==> src/rtl/memory_stage_pkg.sv <==
// Shared definitions for the MEM stage: opcode classes, bus FSM states, M-register layout.
package memory_stage_pkg;

   localparam logic [31:0] MEM_ADDR_MASK = 32'hFFFF_FFFC;

   localparam logic [5:0] IC_NOP = 6'd0;
   localparam logic [5:0] IC_ADD = 6'd1;
   localparam logic [5:0] IC_SPE = 6'd2;
   localparam logic [5:0] IC_BEQ = 6'd3;
   localparam logic [5:0] IC_LW  = 6'd4;
   localparam logic [5:0] IC_SW  = 6'd5;

   typedef enum logic [1:0] {
      IDLE = 2'd0,
      REQ  = 2'd1,
      WAIT = 2'd2
   } mem_state_t;

   typedef struct packed {
      logic        valid;
      logic [31:0] pc;
      logic [5:0]  icode;
      logic [5:0]  acode;
      logic [31:0] val;
      logic [31:0] val2;
      logic [4:0]  dst;
   } m_regs_t;

   function automatic logic is_mem_op(input logic [5:0] icode);
      return (icode == IC_LW) || (icode == IC_SW);
   endfunction

endpackage

==> src/rtl/memory_stage_if.sv <==
// Data-bus interface between the MEM stage (master) and the data memory (slave).
interface memory_stage_if;
   // dreq_valid holds with addr/data/strobe/write stable until dresp_addr_ok is seen;
   // dresp_data_ok then ends the transaction and may coincide with dresp_addr_ok.
   logic        dreq_valid;
   logic        dreq_write;
   logic [31:0] dreq_addr;
   logic [3:0]  dreq_strobe;
   logic [31:0] dreq_data;
   logic        dresp_addr_ok;
   logic        dresp_data_ok;
   logic [31:0] dresp_data;

   modport master (
      output dreq_valid, dreq_write, dreq_addr, dreq_strobe, dreq_data,
      input  dresp_addr_ok, dresp_data_ok, dresp_data
   );

   modport slave (
      input  dreq_valid, dreq_write, dreq_addr, dreq_strobe, dreq_data,
      output dresp_addr_ok, dresp_data_ok, dresp_data
   );
endinterface

==> src/rtl/memory_stage_mem_bus_fsm.sv <==
// Data-bus handshake FSM: drives dreq_*, tracks REQ/WAIT and pulses completion.
module memory_stage_mem_bus_fsm
   import memory_stage_pkg::*;
(
   input  logic          clk,
   input  logic          resetn,
   input  logic          mem_op_i,
   input  logic          write_i,
   input  logic [31:0]   addr_i,
   input  logic [31:0]   wdata_i,
   memory_stage_if.master bus,
   output logic          complete_o,
   output mem_state_t    state_o
);

   mem_state_t state_q, state_d;
   logic       in_req;

   always_ff @(posedge clk) begin
      if (!resetn) state_q <= IDLE;
      else         state_q <= state_d;
   end

   // A mem op arriving in IDLE is treated as REQ in the same cycle, so the bus sees it at once.
   always_comb begin
      state_d        = IDLE;
      in_req         = 1'b0;
      complete_o     = 1'b0;
      bus.dreq_valid = 1'b0;
      unique case (state_q)
         IDLE, REQ: in_req = mem_op_i;
         WAIT: begin
            if (bus.dresp_data_ok) complete_o = 1'b1;
            else                   state_d    = WAIT;
         end
         default: state_d = IDLE;
      endcase
      if (in_req) begin
         bus.dreq_valid = 1'b1;
         if (bus.dresp_addr_ok && bus.dresp_data_ok) complete_o = 1'b1;
         else if (bus.dresp_addr_ok)                 state_d    = WAIT;
         else                                        state_d    = REQ;
      end
   end

   assign bus.dreq_write  = write_i;
   assign bus.dreq_addr   = addr_i;
   assign bus.dreq_strobe = {4{write_i}};
   assign bus.dreq_data   = wdata_i;
   assign state_o         = state_q;

endmodule

==> src/rtl/memory_stage.sv <==
// MEM stage: M pipeline register, data-bus access for LW/SW and the W_* output mux.
module memory_stage
   import memory_stage_pkg::*;
#(
   parameter logic [31:0] ADDR_MASK   = MEM_ADDR_MASK,
   parameter logic [5:0]  BUBBLE_CODE = IC_NOP
) (
   input  logic          clk,
   input  logic          resetn,
   input  logic          E_valid,
   input  logic [31:0]   E_pc,
   input  logic [5:0]    E_icode,
   input  logic [5:0]    E_acode,
   input  logic [31:0]   E_val,
   input  logic [31:0]   E_val2,
   input  logic [4:0]    E_dst,
   output logic          m_stall,
   memory_stage_if.master bus,
   output logic [31:0]   W_pc,
   output logic [5:0]    W_icode,
   output logic [5:0]    W_acode,
   output logic [31:0]   W_val3,
   output logic [4:0]    W_dst,
   output mem_state_t    dbg_state_o
);

   m_regs_t m_q, m_d;
   logic    mem_op;
   logic    complete;

   assign mem_op  = m_q.valid && is_mem_op(m_q.icode);
   assign m_stall = mem_op && !complete;

   always_comb begin
      m_d = m_q;
      if (!m_stall) begin
         m_d = '0;
         if (E_valid) begin
            m_d.valid = 1'b1;
            m_d.pc    = E_pc;
            m_d.icode = E_icode;
            m_d.acode = E_acode;
            m_d.val   = E_val;
            m_d.val2  = E_val2;
            m_d.dst   = E_dst;
         end
      end
   end

   always_ff @(posedge clk) begin
      if (!resetn) m_q <= '0;
      else         m_q <= m_d;
   end

   memory_stage_mem_bus_fsm u_bus_fsm (
      .clk        (clk),
      .resetn     (resetn),
      .mem_op_i   (mem_op),
      .write_i    (m_q.icode == IC_SW),
      .addr_i     (m_q.val & ADDR_MASK),
      .wdata_i    (m_q.val2),
      .bus        (bus),
      .complete_o (complete),
      .state_o    (dbg_state_o)
   );

   // While stalled, W shows a bubble so each instruction reaches writeback exactly once.
   always_comb begin
      W_pc    = '0;
      W_icode = BUBBLE_CODE;
      W_acode = '0;
      W_dst   = '0;
      W_val3  = '0;
      if (m_q.valid && !m_stall) begin
         W_pc    = m_q.pc;
         W_icode = m_q.icode;
         W_acode = m_q.acode;
         W_dst   = m_q.dst;
         W_val3  = (m_q.icode == IC_LW) ? bus.dresp_data : m_q.val;
      end
   end

endmodule

==> src/flat_wrapper.sv <==
// flat-port wrapper written by rule: the top's interface ports become plain ports
module memory_stage_flat import memory_stage_pkg::*;
#(
   parameter logic [31:0] ADDR_MASK   = MEM_ADDR_MASK,
   parameter logic [5:0]  BUBBLE_CODE = IC_NOP
)
  (clk, resetn, E_valid, E_pc, E_icode, E_acode, E_val, E_val2, E_dst, m_stall, W_pc, W_icode, W_acode, W_val3, W_dst, dbg_state_o, bus_dreq_valid, bus_dreq_write, bus_dreq_addr, bus_dreq_strobe, bus_dreq_data, bus_dresp_addr_ok, bus_dresp_data_ok, bus_dresp_data);
  memory_stage_if bus_i ();
  input  logic clk;
  input  logic resetn;
  input  logic E_valid;
  input  logic [31:0] E_pc;
  input  logic [5:0] E_icode;
  input  logic [5:0] E_acode;
  input  logic [31:0] E_val;
  input  logic [31:0] E_val2;
  input  logic [4:0] E_dst;
  output logic m_stall;
  output logic [31:0] W_pc;
  output logic [5:0] W_icode;
  output logic [5:0] W_acode;
  output logic [31:0] W_val3;
  output logic [4:0] W_dst;
  output mem_state_t dbg_state_o;
  output wire logic [$bits(bus_i.dreq_valid)-1:0] bus_dreq_valid;
  output wire logic [$bits(bus_i.dreq_write)-1:0] bus_dreq_write;
  output wire logic [$bits(bus_i.dreq_addr)-1:0] bus_dreq_addr;
  output wire logic [$bits(bus_i.dreq_strobe)-1:0] bus_dreq_strobe;
  output wire logic [$bits(bus_i.dreq_data)-1:0] bus_dreq_data;
  input wire logic [$bits(bus_i.dresp_addr_ok)-1:0] bus_dresp_addr_ok;
  input wire logic [$bits(bus_i.dresp_data_ok)-1:0] bus_dresp_data_ok;
  input wire logic [$bits(bus_i.dresp_data)-1:0] bus_dresp_data;
  assign bus_dreq_valid = bus_i.dreq_valid;
  assign bus_dreq_write = bus_i.dreq_write;
  assign bus_dreq_addr = bus_i.dreq_addr;
  assign bus_dreq_strobe = bus_i.dreq_strobe;
  assign bus_dreq_data = bus_i.dreq_data;
  assign bus_i.dresp_addr_ok = bus_dresp_addr_ok;
  assign bus_i.dresp_data_ok = bus_dresp_data_ok;
  assign bus_i.dresp_data = bus_dresp_data;
  memory_stage #(.ADDR_MASK(ADDR_MASK), .BUBBLE_CODE(BUBBLE_CODE)) u_core (.clk(clk), .resetn(resetn), .E_valid(E_valid), .E_pc(E_pc), .E_icode(E_icode), .E_acode(E_acode), .E_val(E_val), .E_val2(E_val2), .E_dst(E_dst), .m_stall(m_stall), .bus(bus_i), .W_pc(W_pc), .W_icode(W_icode), .W_acode(W_acode), .W_val3(W_val3), .W_dst(W_dst), .dbg_state_o(dbg_state_o));
endmodule
==> config.mk <==
export PLATFORM = sky130hd
export DESIGN_NAME = memory_stage_flat
export DESIGN_NICKNAME = d
export VERILOG_FILES = /design/src/rtl/memory_stage_pkg.sv /design/src/rtl/memory_stage_if.sv /design/src/rtl/memory_stage_mem_bus_fsm.sv /design/src/rtl/memory_stage.sv /design/src/flat_wrapper.sv
export SDC_FILE = /design/constraint.sdc
export NUM_CORES = 1
export LEC_CHECK = 0
export CORE_ASPECT_RATIO = 1.25
export CORE_MARGIN = 1.5
export CORE_UTILIZATION = 40
export DETAILED_ROUTE_END_ITERATION = 6
export HOLD_SLACK_MARGIN = 0.02
export PLACE_DENSITY_LB_ADDON = 0.2
export SKIP_CTS_REPAIR_TIMING = 1
export SYNTH_ARGS = -nofsm -noshare
export SYNTH_HDL_FRONTEND = slang
export SYNTH_SLANG_ARGS = --single-unit
==> constraint.sdc <==
create_clock -name clk -period 1.95 [get_ports clk]
set_input_delay 0.39 -clock clk [delete_from_list [all_inputs] [get_ports clk]]
set_output_delay 0.39 -clock clk [all_outputs]
set_load 0.02 [all_outputs]
==> results of run 1 <==
[cell families (layout without fill, tap and decap cells)]
logic type	Yosys count	count (layout)	share of synthesized area [%]
other	1	2	0.0611
AOI/OAI and AO/OA	37	37	3.85
and+or+nand+nor	345	345	26.4
muxes	108	108	17.6
buffers and inverters	144	374	14.3
DFF	116	116	37.8
[routing by layer]
metal  share of wire [%]  up-vias
met5                   0        -
met4                 1.8        0
met3                 9.2       26
met2                  50      219
met1                  39     2747
li1                    -     2921
[area by class of cell]
type / count / area share, %
Clock buffer: 20 / 4.82
Clock inverter: 12 / 1.61
Inverter: 3 / 0.251
Multi-Input combinational cell: 492 / 32.1
Sequential cell: 116 / 24.6
Tap cell: 182 / 2.40
Timing Repair Buffer: 339 / 34.2
[sequential cells by signal (all words and copies together), names as in the netlist]
register,flops
u_core.m_q,114
u_core.u_bus_fsm.state_o,2
[critical path: stages, from the launching register on]
cell,delay (ns)
dfxtp_2,0.32
nand2b_4,0.14
nor4_4,0.24
buf_4,0.19
nand3b_1,0.13
buf_12,0.19
o22ai_1,0.20
buf_2,0.19
[placed cells by master, fill, tap and decap left out, types with 2 or more instances in the layout]
master	count
buf_12	13
dfxtp_1	113
buf_4	30
mux2i_1	108
and4_1	4
conb_1	2
clkbuf_16	19
clkbuf_2	12
dfxtp_4	2
clkinv_2	2
nand3_1	108
inv_1	2
dlymetal6s2s_1	5
and3_4	12
buf_2	46
clkdlybuf4s50_1	210
clkbuf_8	2
and3_1	33
bufinv_16	3
nor2b_1	2
o22ai_1	31
and2_1	4
nand3b_1	2
clkinvlp_4	5
buf_6	20
nand2_1	174
[report_power, final]
part / leakage (nW) / switching [mW] / internal, mW / total (mW)
clock network: 0.285 / 1.13 / 2.07 / 3.20
registers: 0.954 / 0.0635 / 2.47 / 2.54
logic: 2.52 / 0.456 / 0.550 / 1.01
[final timing paths]
check	from	to	cells after the start
worst max register to register	u_core.m_q[76]	u_core.m_q[48]	8
worst max-delay path	u_core.m_q[76]	W_val3[20]	7
worst min register to register	u_core.m_q[111]	u_core.m_q[111]	2
worst min-delay path	resetn	u_core.m_q[106]	3
==> impl_metrics.py, run 1 <==
metrics = {
    "setup_path": {
        "cp-end-kind": "output pin",
        "critPathRequiredTime_ns": 1.56,
        "worstSetupPathType": "flop to output pin",
        "cp-start-kind": "flop",
        "rrSetupSlack_ns": 0.10,
        "cp_max_fo": 32,
        "critPathArrivalTime_ns": 2.03,
    },
    "finish": {
        "drive_gt1_share_pct": 18.2,
        "fillerInstances": 1338,
        "area_delta_synth_final_pct": 54.4,
        "multiInputGateArea_um2": 3040,
        "antennaDiodeCount": 0,
        "fin_cells": 1164,
        "register_area_um2": 2330,
        "fin_nets": 1119,
        "final_core_util_pct": 63.1,
        "design_area_um2": 9480,
    },
    "die": {
        "die_w_um": 114,
        "fp-row-count": 50,
        "die_area_um2": 16100,
        "core-area_um2": 15000,
        "start_util_pct": 40.9,
        "io_pins": 304,
        "fp.dieH_um": 142,
    },
    "synth": {
        "synth_top_area_cell": "dfxtp_1",
        "syn_area_per_cell_um2": 8.18,
        "netlist_area_um2": 6140,
        "synthDominantCellAreaShare_pct": 37.8,
        "ys_seq_area_share_pct": 37.8,
        "synth-edff-count": 0,
        "ys_warn_count": 0,
        "synth_cells": 751,
        "synth_most_common_cell": "nand2_1",
        "synth_common_cells": "nand2_1 (174), dfxtp_1 (116), mux2i_1 (108), nand3_1 (108), buf_4 (69)",
        "ys_top_cells_by_area": "dfxtp_1 (38%), mux2i_1 (18%), nand2_1 (11%)",
        "synth_ff_type": "dfxtp_1",
        "ys_ff_latch": 116,
        "yosysUniqueCellTypes": 26,
        "synthArstFlopShare_pct": 0,
    },
    "power_and_ir_drop": {
        "power.total_mw": 6.75,
        "vdd_drop_max_mv": 0.491,
        "p_leak_nw": 3.76,
        "powerDensity_nw_per_um2": 712,
    },
    "route": {
        "drt-pass1-iter-count": 4,
        "drtIter0Drc": 229,
        "viasPerCell": 5.08,
        "finalWirelength_mm": 19.4,
        "final_antenna_net_count": 0,
        "drc": 0,
        "routedWlPerCell_um": 16.6,
        "vias": 5913,
    },
    "clock_tree": {
        "root_buffer": "clkbuf_16",
        "htreeDepth": 4,
        "clkLatencyLatePin_ns": 0.42,
        "clkTransAtPathRegs_ns": 0.05,
        "cts_num_sinks": 116,
        "cts_tree": "yes",
        "clock_path_buffers": 2,
        "numCtsBuffers": 17,
    },
    "sta": {
        "min_period_ns": 2.42,
        "drv_slew": 0,
        "clock_skew_ns": 0.00667,
        "report.final.hold_viol_count": 0,
        "setup_ws_ns": -0.466,
        "fin_crit_sh_pct": 124,
        "rsz0062_at_grt": "yes",
        "fmax_mhz": 414,
        "setup_viol": 84,
        "timing.hold.ws_ns": 0.346,
        "fin_setup_tns_ns": -32.32,
    },
    "place": {
        "placed_cell_area_um2": 8910,
        "place_ws_ns": -0.854,
        "gp_congestion": 0.763,
        "portBuffers": 301,
        "dp_hpwl_mm": 13.3,
        "placed_cells": 1126,
    },
    "grt": {
        "grt_pass1_vias": 5471,
        "antenna_found_initial": 0,
        "track_usage_pct": 23.0,
        "grt_util_met3_pct": 9.14,
        "grt_use_met1_pct": 25.5,
        "grt_pass1_wl_mm": 29.0,
        "grt_overflow_total": 0,
        "met2_usage_pct": 39.6,
        "grt_max_degree": 60,
        "busiest_layer": "met2",
    },
    "worst_hold_path": {
        "hp-class": "primary input to flop",
    },
    "run_status": {
        "violations": "setup timing",
        "status": "complete, but fails checks",
    },
    "run": {
        "max-cap-violations": 0,
    },
}
Note: power is estimated with default switching activity, not from simulation.
==> run 2, diff against run 1 <==
--- a/config.mk
+++ b/config.mk
@@ -5,6 +5,7 @@
 export SDC_FILE = /design/constraint.sdc
 export NUM_CORES = 1
 export LEC_CHECK = 0
+export ABC_AREA = 1
 export CORE_ASPECT_RATIO = 1.25
 export CORE_MARGIN = 1.5
 export CORE_UTILIZATION = 40
==> run 2 against run 1 <==
The run still ends with setup timing left. Worst hold slack got worse by 0.012 ns. Wire length rose by 9.7%. Total power grew 4.8%. Final cell count increased by 30%. Clock-buffer cell count fell by 2. First-iteration DRC count up 45%. Cell area increased by 11%. Maximum frequency increased by 6.5%. Core utilization rose by 4.7 points. Sequential share of layout area down 2.4 points. Combinational power rose by 27%.
==> impl_metrics.py, run 2 <==
metrics = {
    "grt": {
        "grt_pass1_vias": 5796,
        "antenna_found_initial": 0,
        "grt_pass1_wl_mm": 28.1,
        "track_usage_pct": 21.8,
        "grt_overflow_total": 0,
        "grt_max_degree": 107,
    },
    "place": {
        "placed_cell_area_um2": 9110,
        "gp_congestion": 0.772,
        "placed_cells": 1458,
        "dp_hpwl_mm": 12.9,
        "place_ws_ns": -0.893,
        "portBuffers": 301,
    },
    "power_and_ir_drop": {
        "power.total_mw": 7.07,
        "p_seq_share_pct": 36.1,
        "powerDensity_nw_per_um2": 673,
        "p_comb_share_pct": 18.1,
        "p_leak_nw": 5.20,
        "swShare_pct": 25.4,
        "p_switching_mw": 1.80,
        "vdd_drop_max_mv": 0.549,
        "power.internal_mw": 5.27,
        "clockPowerShare_pct": 45.8,
    },
    "finish": {
        "register_area_um2": 2330,
        "design_area_um2": 10500,
        "fin_cells": 1511,
        "area_delta_synth_final_pct": 67.2,
        "fin_nets": 1436,
        "regMostFlops": "u_core.m_q",
        "final_common_cell": "nand2_1",
        "fillerInstances": 1371,
        "multiInputGateArea_um2": 3320,
        "largest_reg_flops": 114,
        "final_cell_mix": "nand2_1 (367), nor2_1 (220), clkdlybuf4s50_1 (208), dfxtp_1 (110), inv_1 (77)",
        "antennaDiodeCount": 0,
        "drive_gt1_share_pct": 20.7,
    },
    "route": {
        "drc": 0,
        "vias": 6870,
        "routed-wl-met3_mm": 1.61,
        "final_antenna_net_count": 0,
        "drtIter0Drc": 331,
        "viasPerCell": 4.55,
        "route.met2.wl_mm": 10.9,
        "routedWlPerCell_um": 14.0,
        "top_layer_used": "met4",
        "drt-pass1-iter-count": 4,
        "finalWirelength_mm": 21.2,
        "met1_length_mm": 8.14,
    },
    "die": {
        "io_pins": 304,
        "die_area_um2": 16500,
        "fp.dieH_um": 143,
        "die_w_um": 115,
        "start_util_pct": 40.5,
        "core-area_um2": 15500,
        "fp-row-count": 51,
    },
    "setup_path": {
        "cp_max_fo": 8,
        "crit_chain": "inv_2 -> nor2_4 -> nand2_4 -> nor2_4 -> o211ai_4 -> nand2_8 -> clkbuf_16 -> nor2_1 -> buf_2",
        "critPathRequiredTime_ns": 1.56,
        "cp-end-kind": "output pin",
        "critPathArrivalTime_ns": 1.88,
        "slowest_stage": "dfxtp_2",
        "cpPeakStageDelay_ns": 0.31,
        "worstSetupPathType": "flop to output pin",
        "cp-start-kind": "flop",
        "cpMostUsedCell": "nor2_4",
    },
    "sta": {
        "setup_viol": 83,
        "fin_crit_sh_pct": 116,
        "tightest_slew_ns": 0.636,
        "setup_ws_ns": -0.319,
        "report.final.hold_viol_count": 0,
        "rsz0062_at_grt": "yes",
        "min_period_ns": 2.27,
        "fmax_mhz": 441,
        "timing.hold.ws_ns": 0.333,
        "clock_skew_ns": 0.00626,
        "drv_slew": 0,
        "slew_headroom_pct": 57.6,
    },
    "clock_tree": {
        "clkTransAtPathRegs_ns": 0.06,
        "root_buffer": "clkbuf_16",
        "clkLatencyLatePin_ns": 0.41,
        "numCtsBuffers": 17,
        "htreeDepth": 4,
        "cts_num_sinks": 116,
        "clock_path_buffers": 2,
        "cts_tree": "yes",
    },
    "synth": {
        "synth_cells": 1045,
        "synthDominantCellAreaShare_pct": 36.9,
        "ys_warn_count": 0,
        "syn_area_per_cell_um2": 6.02,
        "netlist_area_um2": 6290,
        "ys_seq_area_share_pct": 36.9,
        "ys_top_cells_by_area": "dfxtp_1 (37%), nand2_1 (23%), nor2_1 (15%)",
        "synthArstFlopShare_pct": 0,
        "ys_ff_latch": 116,
        "synth-edff-count": 0,
        "yosysUniqueCellTypes": 20,
        "synth_most_common_cell": "nand2_1",
        "synth_ff_type": "dfxtp_1",
        "synth_top_area_cell": "dfxtp_1",
        "synth_common_cells": "nand2_1 (393), nor2_1 (253), dfxtp_1 (116), inv_1 (80), buf_4 (69)",
    },
    "run_status": {
        "status": "complete, but fails checks",
        "violations": "setup timing",
    },
    "run": {
        "max-cap-violations": 0,
    },
    "worst_hold_path": {
        "hp-class": "primary input to flop",
    },
}
-- run 2: cell count changes in the layout (fill, tap and decap cells not counted), moves of 21 or more --
cell     change
and3_1      -33
buf_2       -43
buf_4       +23
buf_6       +34
inv_1       +75
mux2i_1    -108
nand2_1    +193
nand3_1    -104
nor2_1     +220
nor2_4      +21
o22ai_1     -31
-- run 2: kinds of logic after synthesis --
logic type             after synthesis  synth area share [%]
other                                1                0.0597
AND/OR/NAND/NOR                    661                  40.1
AO/OA/AOI/OAI                       52                  5.21
buffers and inverters              215                  17.7
flip-flops                         116                  36.9
-- run 2: per-stage QoR --
step	util [%]	TNS (ns)
floorplan	-	-0.697
global placement	58.7	-121.61
detailed placement	58.7	-126.02
CTS	62.7	-82.41
global route	67.8	-25.89
finish	67.8	-20.48
-- run 2: layout make-up --
| cell class | count | share of cell area [%] |
|---|---|---|
| repair buffers | 355 | 35.1 |
| multi-input cells | 716 | 31.5 |
| flip-flops and latches | 116 | 22.2 |
| clock buffers | 18 | 4.08 |
| inverters | 80 | 2.86 |
| well taps | 212 | 2.52 |
| clock inverters | 14 | 1.77 |
-- run 2: path summary, 6_finish.rpt --
| path | from | end | slack [ns] | cells after the start |
|---|---|---|---|---|
| max | u_core.m_q[77] | W_icode[3] | -0.32 | 9 |
| min | resetn | u_core.m_q[2] | 0.33 | 3 |
| max reg2reg | u_core.m_q[77] | u_core.m_q[46] | 0.08 | 10 |
| min reg2reg | u_core.m_q[101] | u_core.m_q[101] | 0.48 | 2 |
-- run 2: power groups by stage --
stage / registers (mW) / clock network, mW / logic, mW
2_1_floorplan: 2.58 / 0 / 0.583
3_3_place_gp: 2.59 / 0 / 1.10
3_5_place_dp: 2.59 / 0 / 1.11
4_1_cts: 2.54 / 3.30 / 1.11
5_1_grt: 2.56 / 3.41 / 1.39
6_report: 2.55 / 3.24 / 1.28
-- run 2: critical path, delay by kind of cell, from the launching register on --
kind            cells  cell delay (ns)
flops               1             0.31
simple gates        5             0.52
compound gates      1             0.15
buf+inv             3             0.48
-- run 2: per-layer routing --
metal,vias to the layer above,track usage [%]
li1,3529,-
met1,3065,23.2
met2,241,39.8
met3,35,6.96
met4,0,8.06
met5,-,0
==> run 3, diff against run 2 <==
--- a/config.mk
+++ b/config.mk
@@ -12,7 +12,6 @@
 export DETAILED_ROUTE_END_ITERATION = 6
 export HOLD_SLACK_MARGIN = 0.02
 export PLACE_DENSITY_LB_ADDON = 0.2
-export SKIP_CTS_REPAIR_TIMING = 1
 export SYNTH_ARGS = -nofsm -noshare
 export SYNTH_HDL_FRONTEND = slang
 export SYNTH_SLANG_ARGS = --single-unit
==> run 3 against run 2 <==
The flow still finishes with violations (setup timing). Total power up 3.0%. Global-route usage is 4.7 points higher. Via count up 4.4%. Sequential cell count unchanged. Clock-buffer cell count unchanged. Critical path depth unchanged. Maximum frequency down 3.9%. Critical endpoint is now W_val3[3]. Highest routed layer unchanged.
==> impl_metrics.py, run 3 (synthesized netlist as in run 2, its figures left out) <==
metrics = {
    "sta": {
        "setup_ws_ns": -0.412,
        "report.final.hold_viol_count": 0,
        "drv_slew": 0,
        "min_period_ns": 2.36,
        "fin_setup_tns_ns": -24.65,
        "fmax_mhz": 423,
        "clock_skew_ns": 0.00622,
        "fin_crit_sh_pct": 121,
        "rsz0062_at_grt": "yes",
        "setup_viol": 83,
    },
    "clock_tree": {
        "clock_path_buffers": 2,
        "htreeDepth": 4,
        "postCtsHoldBufs": 0,
        "numCtsBuffers": 17,
        "clkLatencyLatePin_ns": 0.41,
        "cts_num_sinks": 116,
        "root_buffer": "clkbuf_16",
        "clkTransAtPathRegs_ns": 0.06,
        "cts_tree": "yes",
    },
    "finish": {
        "design_area_um2": 11300,
        "fillerInstances": 1211,
        "antennaDiodeCount": 0,
        "area_delta_synth_final_pct": 79.7,
        "drive_gt1_share_pct": 24.4,
        "final_cell_mix": "nand2_1 (368), clkdlybuf4s50_1 (208), nor2_1 (206), dfxtp_1 (109), buf_6 (83)",
        "largest_reg_flops": 114,
        "final_common_cell": "nand2_1",
        "fin_cells": 1536,
        "regMostFlops": "u_core.m_q",
        "fin_nets": 1461,
    },
    "route": {
        "finalWirelength_mm": 23.9,
        "drtIter0Drc": 438,
        "vias": 7172,
        "drt-pass1-iter-count": 5,
        "final_antenna_net_count": 0,
        "top_layer_used": "met4",
        "drc": 0,
        "routed-wl-met3_mm": 1.74,
        "route.met2.wl_mm": 12.4,
        "routedWlPerCell_um": 15.6,
        "met1_length_mm": 8.76,
        "viasPerCell": 4.67,
    },
    "setup_path": {
        "critPathArrivalTime_ns": 1.97,
        "rr_endpoint": "u_core.m_q[47]",
        "r2r-start": "u_core.m_q[80]",
        "worstSetupPathType": "flop to output pin",
        "rr_worst_depth": 9,
        "cpPeakStageDelay_ns": 0.33,
        "cpMostUsedCell": "nand2_4",
        "rrSetupSlack_ns": 0.17,
        "cp-start-kind": "flop",
        "cp-end-kind": "output pin",
        "slowest_stage": "dfxtp_2",
        "crit_chain": "nor2_4 -> nand2_4 -> nor3_4 -> buf_12 -> buf_8 -> buf_16 -> nand2_4 -> a21oi_2 -> buf_4",
        "critPathRequiredTime_ns": 1.56,
        "cp_max_fo": 8,
    },
    "grt": {
        "grt_pass1_wl_mm": 33.6,
        "grt_pass1_vias": 6536,
        "grt_overflow_total": 0,
        "antenna_found_initial": 0,
        "grt_max_degree": 107,
        "track_usage_pct": 26.5,
    },
    "place": {
        "place_ws_ns": -0.893,
        "dp_hpwl_mm": 12.9,
        "placed_cell_area_um2": 9110,
        "portBuffers": 301,
        "gp_congestion": 0.772,
        "placed_cells": 1458,
    },
    "worst_hold_path": {
        "min_from": "resetn",
        "hp-class": "primary input to flop",
        "hold_end": "u_core.m_q[2]",
        "whs_path_depth": 3,
    },
    "power_and_ir_drop": {
        "power.total_mw": 7.29,
        "powerDensity_nw_per_um2": 645,
        "p_comb_share_pct": 20.2,
        "clockPowerShare_pct": 44.8,
        "p_leak_nw": 5.51,
        "p_seq_share_pct": 35.0,
        "p_switching_mw": 1.91,
        "swShare_pct": 26.2,
        "power.internal_mw": 5.38,
        "vdd_drop_max_mv": 0.549,
    },
    "die": {
        "die_w_um": 115,
        "start_util_pct": 40.5,
        "core-area_um2": 15500,
        "die_area_um2": 16500,
        "fp-row-count": 51,
        "io_pins": 304,
        "fp.dieH_um": 143,
    },
    "run_status": {
        "status": "complete, but fails checks",
        "violations": "setup timing",
    },
    "run": {
        "max-cap-violations": 0,
    },
}
[run 3: power by group through the flow]
stage	registers, mW	clock network (mW)	logic [mW]
2_1_floorplan	2.58	0	0.583
3_3_place_gp	2.59	0	1.10
3_5_place_dp	2.59	0	1.11
4_1_cts	2.54	3.30	1.34
5_1_grt	2.56	3.43	1.58
6_report	2.55	3.27	1.47
[run 3: final cells by class]
class                      count  area, um2  area share (%)
clock buffer                  18        429            3.80
clock inverter                14        186            1.65
inverter                      80        305            2.70
multi-input combinational    716       3560            31.5
sequential                   116       2330            20.6
tap                          212        265            2.35
timing repair buffer         380       4220            37.3
[run 3: worst max path at each step]
stage                                     start         end
global placement              bus_dresp_addr_ok  W_val3[10]
floorplan           u_core.u_bus_fsm.state_o[1]  W_val3[29]
detailed placement            bus_dresp_addr_ok  W_val3[10]
finish                           u_core.m_q[80]   W_val3[3]
CTS                              u_core.m_q[77]  W_val3[31]
global route                     u_core.m_q[80]   W_val3[3]
[run 3: stage by stage]
step	hold WS [ns]	utilization, %
CTS	0.317	68.0
global route	0.333	72.8
floorplan	0.454	-
global placement	0.461	58.7
detailed placement	0.470	58.7
finish	0.334	72.8
[run 3: timing repair]
action | CTS | global route
buffers inserted | 27 | 10
pin swaps | 15 | 8
gates resized for setup | 522 | 229
gates cloned | 15 | 3
setup endpoints to repair | 203 | 191
[run 3: worst max-delay path: cells and delay by family, from the launching register on]
kind	cells	cell delay [ns]
AO/OA/AOI/OAI	1	0.15
buffers and inverters	4	0.60
flip-flops	1	0.33
AND/OR/NAND/NOR	4	0.47
[run 3: routing by layer]
metal  vias up  GRT usage (%)
met1      3255           27.5
met3        61           9.00
li1       3588              -
met5         -              0
met2       268           46.5
met4         0           14.7
